--- src/rtl/captura_pkg.sv ---
// Shared definitions for the camera capture stage: pixel format codes,
// capture FSM states and the storage-width helper.
package captura_pkg;

  localparam int FMT_RGB332 = 0;
  localparam int FMT_RGB444 = 1;
  localparam int FMT_GRAY8  = 2;

  typedef enum logic [1:0] {
    WAIT_VS_HI = 2'd0,
    WAIT_VS_LO = 2'd1,
    ACTIVE     = 2'd2,
    DONE       = 2'd3
  } capState_e;

  // Stored pixel width for a given format: RGB444 needs 12 bits, the rest fit in 8.
  function automatic int dw_of(input int fmt);
    return (fmt == FMT_RGB444) ? 12 : 8;
  endfunction

endpackage

--- src/rtl/captura_pix_convert.sv ---
// Combinational RGB565 to storage-format conversion (RGB332, RGB444 or GRAY8),
// chosen at elaboration time by PIX_FMT.
module captura_pix_convert
  import captura_pkg::*;
#(
  parameter int PIX_FMT = FMT_RGB332,
  parameter int DW      = dw_of(PIX_FMT)
) (
  input  logic [15:0]   pix_i,
  output logic [DW-1:0] pix_o
);

  logic [4:0]  red;
  logic [5:0]  green;
  logic [4:0]  blue;
  logic [7:0]  rgb332;
  logic [11:0] rgb444;
  logic [7:0]  gray8;

  assign red   = pix_i[15:11];
  assign green = pix_i[10:5];
  assign blue  = pix_i[4:0];

  assign rgb332 = {red[4:2], green[5:3], blue[4:3]};
  assign rgb444 = {red[4:1], green[5:2], blue[4:1]};
  // Red and blue are doubled to 6 bits so all three channels weigh roughly equally; max 62+63+62=187.
  assign gray8  = {2'b00, red, 1'b0} + {2'b00, green} + {2'b00, blue, 1'b0};

  // Pick the format requested for this build.
  always_comb begin
    pix_o = '0;
    case (PIX_FMT)
      FMT_RGB444: pix_o = DW'(rgb444);
      FMT_GRAY8:  pix_o = DW'(gray8);
      default:    pix_o = DW'(rgb332);
    endcase
  end

endmodule

--- src/rtl/captura_datos_escalable.sv ---
// Camera capture stage: assembles RGB565 from the OV7670-style byte bus, converts it,
// crops to an IMG_W x IMG_H window and writes linear row-major addresses to the frame DPRAM.
// Optional 2x2 decimation is enabled by defining CAPTURA_DECIM_EN.
module captura_datos_escalable
  import captura_pkg::*;
#(
  parameter int IMG_W   = 176,
  parameter int IMG_H   = 144,
  parameter int PIX_FMT = FMT_RGB332,
  parameter int AW      = 15,
  parameter int DW      = dw_of(PIX_FMT)
) (
  input  logic          pclk,
  input  logic          rst,
  input  logic [7:0]    data,
  input  logic          href,
  input  logic          vsync,
  output logic [AW-1:0] DP_RAM_addr_out,
  output logic [DW-1:0] DP_RAM_data_out,
  output logic          DP_RAM_regW,
  output logic          frame_done,
  output logic          frame_short
);

`ifdef CAPTURA_DECIM_EN
  localparam int COL_W = $clog2(2 * IMG_W + 1);
  localparam int ROW_W = $clog2(2 * IMG_H + 1);
`else
  localparam int COL_W = $clog2(IMG_W + 1);
  localparam int ROW_W = $clog2(IMG_H + 1);
`endif
  localparam logic [AW-1:0] ROW_STEP = AW'(IMG_W);

  capState_e     state_q;
  logic          phase_q;
  logic          hrefPrev_q;
  logic [7:0]    hiByte_q;
  logic [COL_W-1:0] col_q;
  logic [ROW_W-1:0] row_q;
  logic [AW-1:0] rowBase_q;
  logic [AW-1:0] addr_q;
  logic [DW-1:0] data_q;
  logic          regW_q;
  logic          done_q;
  logic          short_q;

  logic [DW-1:0]    pixConv;
  logic [COL_W-1:0] outCol;
  logic [ROW_W-1:0] outRow;
  logic             candidate;
  logic             inWindow;
  logic             writeOk;
  logic             lastPix;
  logic [AW-1:0]    writeAddr;
  logic [COL_W-1:0] colAfterPix;
  logic [ROW_W-1:0] rowAfterEnd;
  logic [AW-1:0]    rowBaseAfterEnd;

  captura_pix_convert #(
    .PIX_FMT(PIX_FMT),
    .DW     (DW)
  ) u_convert (
    .pix_i({hiByte_q, data}),
    .pix_o(pixConv)
  );

  // Window position of the pixel being completed and the counter values after a pixel / row end.
  always_comb begin
    outCol          = '0;
    outRow          = '0;
    candidate       = 1'b1;
    colAfterPix     = col_q;
    rowAfterEnd     = row_q;
    rowBaseAfterEnd = rowBase_q;
`ifdef CAPTURA_DECIM_EN
    outCol    = {1'b0, col_q[COL_W-1:1]};
    outRow    = {1'b0, row_q[ROW_W-1:1]};
    candidate = ~col_q[0] & ~row_q[0];
`else
    outCol    = col_q;
    outRow    = row_q;
`endif
    inWindow  = (outCol < COL_W'(IMG_W)) && (outRow < ROW_W'(IMG_H));
    writeOk   = candidate & inWindow;
    lastPix   = (outCol == COL_W'(IMG_W - 1)) && (outRow == ROW_W'(IMG_H - 1));
    writeAddr = rowBase_q + AW'(outCol);
`ifdef CAPTURA_DECIM_EN
    if (col_q < COL_W'(2 * IMG_W)) colAfterPix = col_q + COL_W'(1);
    if (row_q < ROW_W'(2 * IMG_H)) rowAfterEnd = row_q + ROW_W'(1);
    if (row_q[0] && (outRow < ROW_W'(IMG_H - 1))) rowBaseAfterEnd = rowBase_q + ROW_STEP;
`else
    if (writeOk) colAfterPix = col_q + COL_W'(1);
    if (row_q < ROW_W'(IMG_H)) rowAfterEnd = row_q + ROW_W'(1);
    if (row_q < ROW_W'(IMG_H - 1)) rowBaseAfterEnd = rowBase_q + ROW_STEP;
`endif
  end

  // Capture FSM with byte pairing, cropping, address generation and registered write/frame pulses.
  always_ff @(posedge pclk) begin
    if (rst) begin
      state_q    <= WAIT_VS_HI;
      phase_q    <= 1'b0;
      hrefPrev_q <= 1'b0;
      hiByte_q   <= '0;
      col_q      <= '0;
      row_q      <= '0;
      rowBase_q  <= '0;
      addr_q     <= '0;
      data_q     <= '0;
      regW_q     <= 1'b0;
      done_q     <= 1'b0;
      short_q    <= 1'b0;
    end else begin
      regW_q  <= 1'b0;
      done_q  <= 1'b0;
      short_q <= 1'b0;
      case (state_q)
        WAIT_VS_HI: begin
          if (vsync) state_q <= WAIT_VS_LO;
        end
        WAIT_VS_LO: begin
          if (!vsync) begin
            state_q    <= ACTIVE;
            phase_q    <= 1'b0;
            hrefPrev_q <= 1'b0;
            col_q      <= '0;
            row_q      <= '0;
            rowBase_q  <= '0;
          end
        end
        ACTIVE: begin
          if (vsync) begin
            state_q    <= WAIT_VS_LO;
            done_q     <= 1'b1;
            short_q    <= 1'b1;
            phase_q    <= 1'b0;
            hrefPrev_q <= 1'b0;
          end else begin
            hrefPrev_q <= href;
            if (href) begin
              phase_q <= ~phase_q;
              if (!phase_q) begin
                hiByte_q <= data;
              end else begin
                col_q <= colAfterPix;
                if (writeOk) begin
                  regW_q <= 1'b1;
                  addr_q <= writeAddr;
                  data_q <= pixConv;
                  if (lastPix) begin
                    done_q  <= 1'b1;
                    state_q <= DONE;
                  end
                end
              end
            end else begin
              phase_q <= 1'b0;
              if (hrefPrev_q) begin
                col_q     <= '0;
                row_q     <= rowAfterEnd;
                rowBase_q <= rowBaseAfterEnd;
              end
            end
          end
        end
        DONE: begin
          if (vsync) state_q <= WAIT_VS_LO;
        end
        default: state_q <= WAIT_VS_HI;
      endcase
    end
  end

  assign DP_RAM_addr_out = addr_q;
  assign DP_RAM_data_out = data_q;
  assign DP_RAM_regW     = regW_q;
  assign frame_done      = done_q;
  assign frame_short     = short_q;

endmodule

--- config.mk ---
export PLATFORM = sky130hd
export DESIGN_NAME = captura_datos_escalable
export DESIGN_NICKNAME = d
export VERILOG_FILES = /design/src/rtl/captura_pkg.sv /design/src/rtl/captura_pix_convert.sv /design/src/rtl/captura_datos_escalable.sv
export SDC_FILE = /design/constraint.sdc
export NUM_CORES = 1
export LEC_CHECK = 0
export ABC_AREA = 1
export CAP_MARGIN = 25
export CELL_PAD_IN_SITES_DETAIL_PLACEMENT = 0
export CELL_PAD_IN_SITES_GLOBAL_PLACEMENT = 2
export CORE_ASPECT_RATIO = 0.9
export CORE_MARGIN = 3
export CORE_UTILIZATION = 34
export CTS_BUF_LIST = sky130_fd_sc_hd__clkbuf_8 sky130_fd_sc_hd__clkbuf_16
export CTS_CLUSTER_SIZE = 20
export DETAILED_ROUTE_END_ITERATION = 7
export GPL_ROUTABILITY_DRIVEN = 0
export MAX_ROUTING_LAYER = met4
export PLACE_DENSITY_LB_ADDON = 0.1
export SYNTH_ARGS = -nofsm -noshare
export SYNTH_HDL_FRONTEND = slang
export SYNTH_SLANG_ARGS = --single-unit
--- constraint.sdc ---
create_clock -name pclk -period 3 [get_ports pclk]
set_input_delay 0.45 -clock pclk [delete_from_list [all_inputs] [get_ports pclk]]
set_output_delay 0.45 -clock pclk [all_outputs]
set_load 0.005 [all_outputs]
==> results_dict.tcl <==
set metrics [dict create \
    drt_iter0_markers 80 \
    htreeDepth 3 \
    p_leak_nw 1.52 \
    postLayoutCoreUtil 0.436 \
    layout_setup_ws_ps 879 \
    critPathKind "flip-flop to flip-flop" \
    fin_nets 502 \
    ys_types 32 \
    fill_cells 880 \
    synth_top_area_share 0.402 \
    arrival_ps 2350 \
    via_per_inst 4.76 \
    drive_above_1_share 0.103 \
    syn-cell-area_mm2 0.00314 \
    cts_tree "done" \
    diodes 0 \
    ios 38 \
    max_freq_mhz 472 \
    maxSlewViolCount 0 \
    ys_seq_area_frac 0.402 \
    clockBufferDepth 2 \
    fin_setup_tns_ps 0 \
    layout_common_cells "96 x nand2_1, 63 x dfxtp_1, 56 x nor2_1" \
    synth_top_area_cell "dfxtp_1" \
    hold_class "flip-flop to flip-flop" \
    max_cap_violations 0 \
    worstSetupEndpointType "flip-flop" \
    period_minus_slack_ps 2120 \
    power_mw 2.20 \
    die_area_mm2 0.0104 \
    synth_edf_count 0 \
    area.growth.synth_to_final_pct 22.0 \
    start_kind "flip-flop" \
    grt_overflow 0 \
    start_util 0.358 \
    status "finished clean" \
    grt_antenna_before_repair 0 \
    syn_nets 460 \
    cts.sinks 63 \
    avgSynthCellArea_um2 7.14 \
    yosys_register_bits 63 \
    critPathMaxFanout 13 \
    pre_cts_slack_ps 724 \
    core_mm2 0.00877 \
    multi_input_area_mm2 0.00159 \
    wirelength_um 7830 \
    wl_per_cell_um 13.0 \
    layout_commonest_cell "nand2_1" \
    yosys_warnings 0 \
    synth_flop_cell "dfxtp_1" \
    drt_pre_antenna_iters 4 \
    ant_nets 0 \
    synthTopCellsByArea "dfxtp_1 40%, nand2_1 11%, a21oi_1 7.2%, nor2_1 6.7%, inv_1 5.6%" \
    async_reset_ff_frac 0 \
    synthCells 439 \
    clock_skew_ps 8.99 \
    cts_made_buffers 9 \
    crit_required_ps 3230 \
    grt_use_total 0.162 \
    rsz0062_at_grt "false" \
    ir_drop_mv 0.255 \
    slew_headroom 0.584 \
    postCtsSetupBuffers 0 \
    grt_first_pass_wirelength_um 13100 \
    grt_max_degree 35 \
    worst_slew_pin_slew_ps 625 \
    die_h_um 97.1 \
    final-seq-area_mm2 0.00126 \
    clk_pin_slew_ps 70 \
    clock-root-buffer "clkbuf_8" \
    cts.repair.resized 0 \
    grt_pass1_vias 2720 \
    portBuffers 37 \
    power_density_mw_per_mm2 576 \
    finalHoldViolCount 0 \
    num_rows 32 \
    drc 0 \
    cts_hold_buf 0 \
    dpl.hpwl_um 5510 \
    clk_latency_ps 340 \
    die_width_um 107 \
    vias 2876 \
    finalCritPeriodShare 0.707 \
    setup_viol 0 \
]
[cells by family (layout without fill, tap and decap cells)]
family / Yosys count / after routing / synth area share
and+or+nand+nor: 201 / 201 / 0.284
AOI/OAI and AO/OA: 97 / 97 / 0.171
DFF: 63 / 63 / 0.402
buffers and inverters: 63 / 109 / 0.0902
adders and majority gates: 9 / 9 / 0.0359
xor gates and xnor gates: 6 / 6 / 0.0168
[Yosys cell counts (2+ instances only)]
| library cell | number |
|---|---|
| buf_6 | 5 |
| o21ai_2 | 2 |
| nor3_1 | 4 |
| xor2_1 | 5 |
| a21oi_1 | 45 |
| nand2_4 | 3 |
| ha_1 | 9 |
| buf_2 | 2 |
| nor2_2 | 3 |
| o21ai_1 | 9 |
| clkbuf_1 | 4 |
| dfxtp_1 | 63 |
| a21oi_2 | 10 |
| inv_2 | 2 |
| inv_1 | 47 |
| o21ai_0 | 29 |
| nand2_2 | 3 |
| nor2_1 | 56 |
| nand2_1 | 96 |
| nand3_1 | 19 |
| nand3_2 | 3 |
| nand4_1 | 10 |
[sequential cells by signal (all words and copies together), names as in the netlist]
name / flops
state_q: 2
DP_RAM_addr_out: 15
frame_done: 1
hiByte_q: 6
rowBase_q: 11
frame_short: 1
outRow: 8
DP_RAM_data_out: 8
col_q: 8
DP_RAM_regW: 1
phase_q: 1
hrefPrev_q: 1
[where the power goes]
| group | internal (mW) | total [mW] | switching, mW |
|---|---|---|---|
| clock | 0.480 | 0.804 | 0.324 |
| combinational | 0.164 | 0.481 | 0.316 |
| sequential | 0.885 | 0.920 | 0.0353 |
| total | 1.53 | 2.20 | 0.676 |
[metal layers]
layer / vias to the layer above / global-route usage / wire length, um
met2: 60 / 0.237 / 3510
met4: 0 / 0.0364 / 61
met1: 1297 / 0.220 / 3890
li1: 1510 / - / -
met3: 9 / 0.0492 / 367
met5: - / - / 0
[critical path, stage by stage (launching register included)]
cell and delay [ps]:
dfxtp_1 320, inv_1 70, ha_1 470, o21ai_2 150
nor2_2 150, nand2_1 100, a21oi_2 480, nand3_1 130
nand2_1 100, nor2_1 40
[final cells by class]
type	count	area share
Sequential cell	63	0.330
Tap cell	119	0.0389
Clock buffer	10	0.0360
Clock inverter	5	0.0193
Timing Repair Buffer	44	0.111
Multi-Input combinational cell	313	0.416
Inverter	50	0.0497
[path summary, 6_finish.rpt]
check,slack [ps],cells after the start,to,from
min reg2reg,460,2,DP_RAM_data_out[4],hiByte_q[2]
min,460,2,DP_RAM_data_out[4],hiByte_q[2]
max,880,9,rowBase_q[14],state_q[0]
max reg2reg,880,9,rowBase_q[14],state_q[0]
[per-stage QoR]
| step | instance area [um^2] | hold WS [ps] | std cells |
|---|---|---|---|
| 3_5_place_dp | 3610 | 451 | 589 |
| 4_1_cts | 3830 | 457 | 604 |
| 2_1_floorplan | 3140 | 436 | 439 |
| 3_3_place_gp | 3610 | 451 | 589 |
| 6_report | 3830 | 457 | 604 |
| 5_1_grt | 3830 | 478 | 604 |
Power figures use the tool's default switching activity.
